## src/rtl/mult_pkg.sv

```systemverilog
// Shared definitions for the pipelined multi-lane multiplier: default sizes,
// lane-slice offset helper and the default per-stage payload layout.
package mult_pkg;

  localparam int DEF_DATA_WIDTH = 16;
  localparam int DEF_LANES      = 4;

  // Low bit of lane `lane` in a vector packed with `width` bits per lane.
  function automatic int lane_lo(input int lane, input int width);
    return lane * width;
  endfunction

  // Per-stage payload at default sizes: one full-width product per lane.
  typedef logic [DEF_LANES-1:0][2*DEF_DATA_WIDTH-1:0] payload_t;

endpackage

```

## src/rtl/mult_pipe_stage.sv

```systemverilog
// One elastic register stage: holds a valid bit and a data word, loads when
// downstream can take its content or when it is empty.
module mult_pipe_stage
  import mult_pkg::*;
#(
  parameter int WIDTH = 8
) (
  input  logic             clk,
  input  logic             rst_n,
  input  logic             flush,
  input  logic             adv_in,
  input  logic             v_in,
  input  logic [WIDTH-1:0] d_in,
  output logic             adv_out,
  output logic             v_out,
  output logic [WIDTH-1:0] d_out
);

  logic             v_reg;
  logic [WIDTH-1:0] d_reg;

  // An empty stage may always load, which lets bubbles collapse.
  assign adv_out = adv_in | ~v_reg;
  assign v_out   = v_reg;
  assign d_out   = d_reg;

  always_ff @(posedge clk or negedge rst_n) begin
    if (!rst_n) begin
      v_reg <= 1'b0;
      d_reg <= '0;
    end else begin
      if (flush)
        v_reg <= 1'b0;
      else if (adv_out)
        v_reg <= v_in;
      if (adv_out && v_in)
        d_reg <= d_in;
    end
  end

endmodule

```

## src/rtl/mult_pipe.sv

```systemverilog
// Multi-lane pipelined integer multiplier with valid/ready flow control,
// per-beat signed/unsigned mode, bubble collapsing and synchronous flush.
module mult_pipe
  import mult_pkg::*;
#(
  parameter int DATA_WIDTH = 16,
  parameter int LANES      = 4,
  parameter int LATENCY    = 3
) (
  input  logic                          clk,
  input  logic                          rst_n,
  input  logic                          flush,
  input  logic                          in_valid,
  output logic                          in_ready,
  input  logic                          in_signed,
  input  logic [LANES*DATA_WIDTH-1:0]   opa,
  input  logic [LANES*DATA_WIDTH-1:0]   opb,
  output logic                          out_valid,
  input  logic                          out_ready,
  output logic [2*LANES*DATA_WIDTH-1:0] out_data,
  output logic                          busy
);

  localparam int PW = 2 * LANES * DATA_WIDTH;

  logic [LANES-1:0][2*DATA_WIDTH-1:0] prod;
  logic [LATENCY-1:0]                 v;
  logic [PW-1:0]                      d [LATENCY];
  // adv[k] = stage k may load; adv[LATENCY] is the downstream acceptance.
  logic                               adv [LATENCY+1];

  genvar gi;
  generate
    for (gi = 0; gi < LANES; gi++) begin : g_lane
      localparam int LO = lane_lo(gi, DATA_WIDTH);
      logic [DATA_WIDTH-1:0]   a;
      logic [DATA_WIDTH-1:0]   b;
      logic [2*DATA_WIDTH-1:0] a_ext;
      logic [2*DATA_WIDTH-1:0] b_ext;
      assign a     = opa[LO +: DATA_WIDTH];
      assign b     = opb[LO +: DATA_WIDTH];
      // Extending both operands to the full product width makes the low
      // 2*DATA_WIDTH bits of a plain multiply exact in either mode.
      assign a_ext = {{DATA_WIDTH{in_signed & a[DATA_WIDTH-1]}}, a};
      assign b_ext = {{DATA_WIDTH{in_signed & b[DATA_WIDTH-1]}}, b};
      assign prod[gi] = a_ext * b_ext;
    end

    assign adv[LATENCY] = out_ready;

    for (gi = 0; gi < LATENCY; gi++) begin : g_stage
      logic          v_in;
      logic [PW-1:0] d_in;
      if (gi == 0) begin : g_first
        assign v_in = in_valid;
        assign d_in = prod;
      end else begin : g_rest
        assign v_in = v[gi-1];
        assign d_in = d[gi-1];
      end

      mult_pipe_stage #(
        .WIDTH (PW)
      ) u_stage (
        .clk     (clk),
        .rst_n   (rst_n),
        .flush   (flush),
        .adv_in  (adv[gi+1]),
        .v_in    (v_in),
        .d_in    (d_in),
        .adv_out (adv[gi]),
        .v_out   (v[gi]),
        .d_out   (d[gi])
      );
    end
  endgenerate

  assign in_ready  = adv[0] & ~flush;
  assign out_valid = v[LATENCY-1];
  assign out_data  = d[LATENCY-1];
  assign busy      = |v;

endmodule

```

## config.mk

```make
export PLATFORM = sky130hd
export DESIGN_NAME = mult_pipe
export DESIGN_NICKNAME = d
export VERILOG_FILES = /design/src/rtl/mult_pkg.sv /design/src/rtl/mult_pipe_stage.sv /design/src/rtl/mult_pipe.sv
export SDC_FILE = /design/constraint.sdc
export NUM_CORES = 2
export LEC_CHECK = 0
export CELL_PAD_IN_SITES_DETAIL_PLACEMENT = 1
export CELL_PAD_IN_SITES_GLOBAL_PLACEMENT = 1
export CORE_ASPECT_RATIO = 1.5
export CORE_MARGIN = 5
export CORE_UTILIZATION = 40
export DETAILED_ROUTE_END_ITERATION = 7
export GPL_ROUTABILITY_DRIVEN = 0
export PLACE_DENSITY = 0.7
export SYNTH_ARGS = -nofsm -noshare
export SYNTH_HDL_FRONTEND = slang
export SYNTH_SLANG_ARGS = --single-unit
```

## constraint.sdc

```tcl
create_clock -name clk -period 2.7 [get_ports clk]
set_clock_uncertainty 0.15 [all_clocks]
set_input_delay 0.27 -clock clk [delete_from_list [all_inputs] [get_ports clk]]
set_output_delay 0.27 -clock clk [all_outputs]
set_load 0.05 [all_outputs]
```

==> impl_metrics.py <==
metrics = {
    "status": {
        "status": "complete, but fails checks",
        "failed_checks": "setup timing",
    },
    "sta": {
        "period_share_pct": 206.5,
        "finalSetupViolCount": 112,
        "layout_min_cycle_time_ns": 5.576,
        "fmax_mhz": 179.3,
        "max_slew.worst_pin.slew_ns": 0.7318,
        "finalHoldViolCount": 0,
        "finalWorstSetupSlack_ns": -2.876,
        "whs_ns": 0.06718,
        "rsz0062_at_grt": "yes",
        "maxSlewViolCount": 0,
        "fin_setup_tns_ns": -242.82,
        "slew_headroom_pct": 51.06,
    },
    "die": {
        "die_width_um": 316.0,
        "die_area_mm2": 0.1482,
        "rows": 168,
        "initial_core_util_pct": 40.20,
        "io_pins": 265,
        "core_mm2": 0.1398,
        "die_y_um": 469.0,
    },
    "synthesis": {
        "synthCells": 5692,
        "synth_cell_types": 58,
        "ys.flop_type": "dfrtp_1",
        "async_flop_share_pct": 100.0,
        "yosys-top-cells-area": "fa_1 40%, dfrtp_1 17%, inv_1 8.4%",
        "synth_edf_count": 0,
        "synth_area_per_cell_um2": 9.871,
        "synth_top_area_share_pct": 40.19,
        "yosysTopAreaCell": "fa_1",
        "synth_fp_nets": 7282,
        "ys_warn_count": 0,
        "seq_area_frac_synth_pct": 17.24,
        "synth_seq_cells": 387,
        "netlist_area_mm2": 0.05619,
    },
    "detailed_routing": {
        "num_vias": 44390,
        "viasPerCell": 5.093,
        "drtIter0Drc": 1774,
        "post_drt_wl_per_cell_um": 21.79,
        "drc_errors": 0,
        "wl_um": 189900,
        "route.antenna.remaining_nets": 0,
        "first_pass_iters": 5,
    },
    "setup_path": {
        "critPathTopFamily": "adder cells",
        "critical_path.cell_chain": "buf_12 -> buf_6 -> and2_4 -> nand2_4 -> inv_4 -> buf_6 -> fa_2 -> inv_4 -> fa_1 -> inv_2 -> fa_1 -> fa_1 -> fa_1 -> fa_1 -> ha_4 -> nand4_1 -> buf_4 -> nor3_4 -> nand3_2 -> a21oi_4 -> nor4b_4 -> o31ai_4 -> xnor2_1 -> o21ai_1",
        "cp-start-kind": "input port",
        "crit_path_frequent_cell": "fa_1",
        "path_class": "in2reg",
        "crit_start": "in_signed",
        "end_kind": "flop",
        "worst-r2r-setup-slack_ns": 0.35,
        "path_max_fanout": 5,
        "slowest_delay_ns": 0.58,
        "reg2reg_from": "g_stage[2].u_stage.v_out",
        "required_ns": 3.02,
        "slowest_stage": "fa_2",
        "crit_arrival_ns": 5.90,
        "cp.buffers_inverters": 7,
    },
    "layout": {
        "design_area_mm2": 0.07628,
        "drive_above_1_share_pct": 34.53,
        "final_nets": 8400,
        "area_growth_pct": 35.76,
    },
    "grt": {
        "grt_pass1_vias": 52760,
        "busiest_layer": "met2",
        "antenna_found_initial": 3,
        "grt.met3_usage_pct": 2.208,
        "grt.overflow.total": 0,
        "grt_use_met1_pct": 26.31,
        "grt_use_met2_pct": 48.26,
        "grt_pass1_wl_um": 284400,
        "grt_start_max_net_pins": 69,
        "grtUsageTotal_pct": 24.49,
    },
    "cts": {
        "cts_tree": "built",
        "root_buffer": "clkbuf_16",
        "clockBufferDepth": 3,
        "cts_buffers": 43,
        "htree_num_levels": 2,
        "clkSinkCount": 387,
        "clkLatencyLatePin_ns": 0.60,
        "clk_pin_slew_worst_paths_ns": 0.08,
    },
    "placed_design": {
        "numPortBuffers": 264,
        "dp_hpwl_um": 140800,
        "place_area_mm2": 0.06854,
    },
    "worst_hold_path": {
        "hold_class": "in2async",
    },
    "flow_run": {
        "cap_violations": 0,
    },
}
## final timing paths
| check | endpoint | cells past startpoint |
|---|---|---|
| max | g_stage[0].u_stage.d_out[95] | 24 |
| min | g_stage[2].u_stage.d_out[31] | 2 |
| max reg2reg | g_stage[0].u_stage.d_out[108] | 6 |
| min reg2reg | g_stage[0].u_stage.d_out[32] | 2 |
| max in group asynchronous | g_stage[2].u_stage.d_out[47] | 3 |
| min in group clk | g_stage[0].u_stage.d_out[0] | 4 |
## cells in the mapped netlist, drive strengths merged (33+ instances only)
cell type,instances
a21oi,68
o21ai,129
nor3,35
clkbuf,219
fa,1128
nor2,108
xnor2,84
inv,1257
ha,328
mux2,259
and2,514
dfrtp,387
nand2,771
xor2,43
a21o,35
and3,33
## registers in the layout, indices dropped and copies added, names as in the netlist
| signal | cells |
|---|---|
| g_stage.u_stage.d_out | 384 |
| g_stage.u_stage.v_out | 3 |
## per-stage QoR
step / cells / setup WS, ns / util, %
after CTS: 8628 / -2.959 / 52.84
after global routing: 8712 / -3.060 / 54.56
after global placement: 8346 / -3.839 / 49.03
after floorplan: 5692 / -3.200 / -
after detailed placement: 8346 / -4.014 / 49.03
final: 8715 / -2.876 / 54.57
## repair_timing
item	CTS	global route
buffers inserted	198	125
gates resized for setup	902	674
hold buffers	1	0
pin swaps	413	427
endpoints found under the hold margin	387	0
cloned	18	4
setup endpoints to repair	112	112
## final cells by class
class | instances | area, um2
diodes | 4 | 10.01
clock buffers | 56 | 1217
clock inverters | 20 | 254.0
fillers | 15060 | 63500
inverters | 1257 | 4731
multi-input cells | 3825 | 45390
flip-flops and latches | 387 | 9684
well taps | 1870 | 2340
repair buffers | 1296 | 12660
## layout by cell type, fill, tap and decap left out, types with 110 or more instances in the layout
master	n
and2_1	413
buf_4	705
buf_6	225
clkdlybuf4s50_1	133
dfrtp_1	387
fa_1	1031
ha_1	204
ha_4	110
inv_1	1075
inv_2	177
mux2_2	258
nand2_1	666
## cell families after synthesis
logic type | Yosys count | share of synthesized area, %
AND/OR/NAND/NOR | 1580 | 13.59
AO/OA/AOI/OAI | 400 | 4.572
XOR/XNOR | 127 | 1.980
buffers and inverters | 1480 | 9.887
adder cells (fa/ha/maj) | 1456 | 47.49
flip-flops | 387 | 17.24
multiplexers | 262 | 5.244
## routing by layer
metal	vias to the layer above	wire (um)
met1	23460	66650
met2	1065	106500
li1	19310	-
met3	550	6184
met4	0	10570
met5	-	0
Power is not shown: default switching activity piles up to over one toggle a cycle in this logic, so the estimate is an artifact.
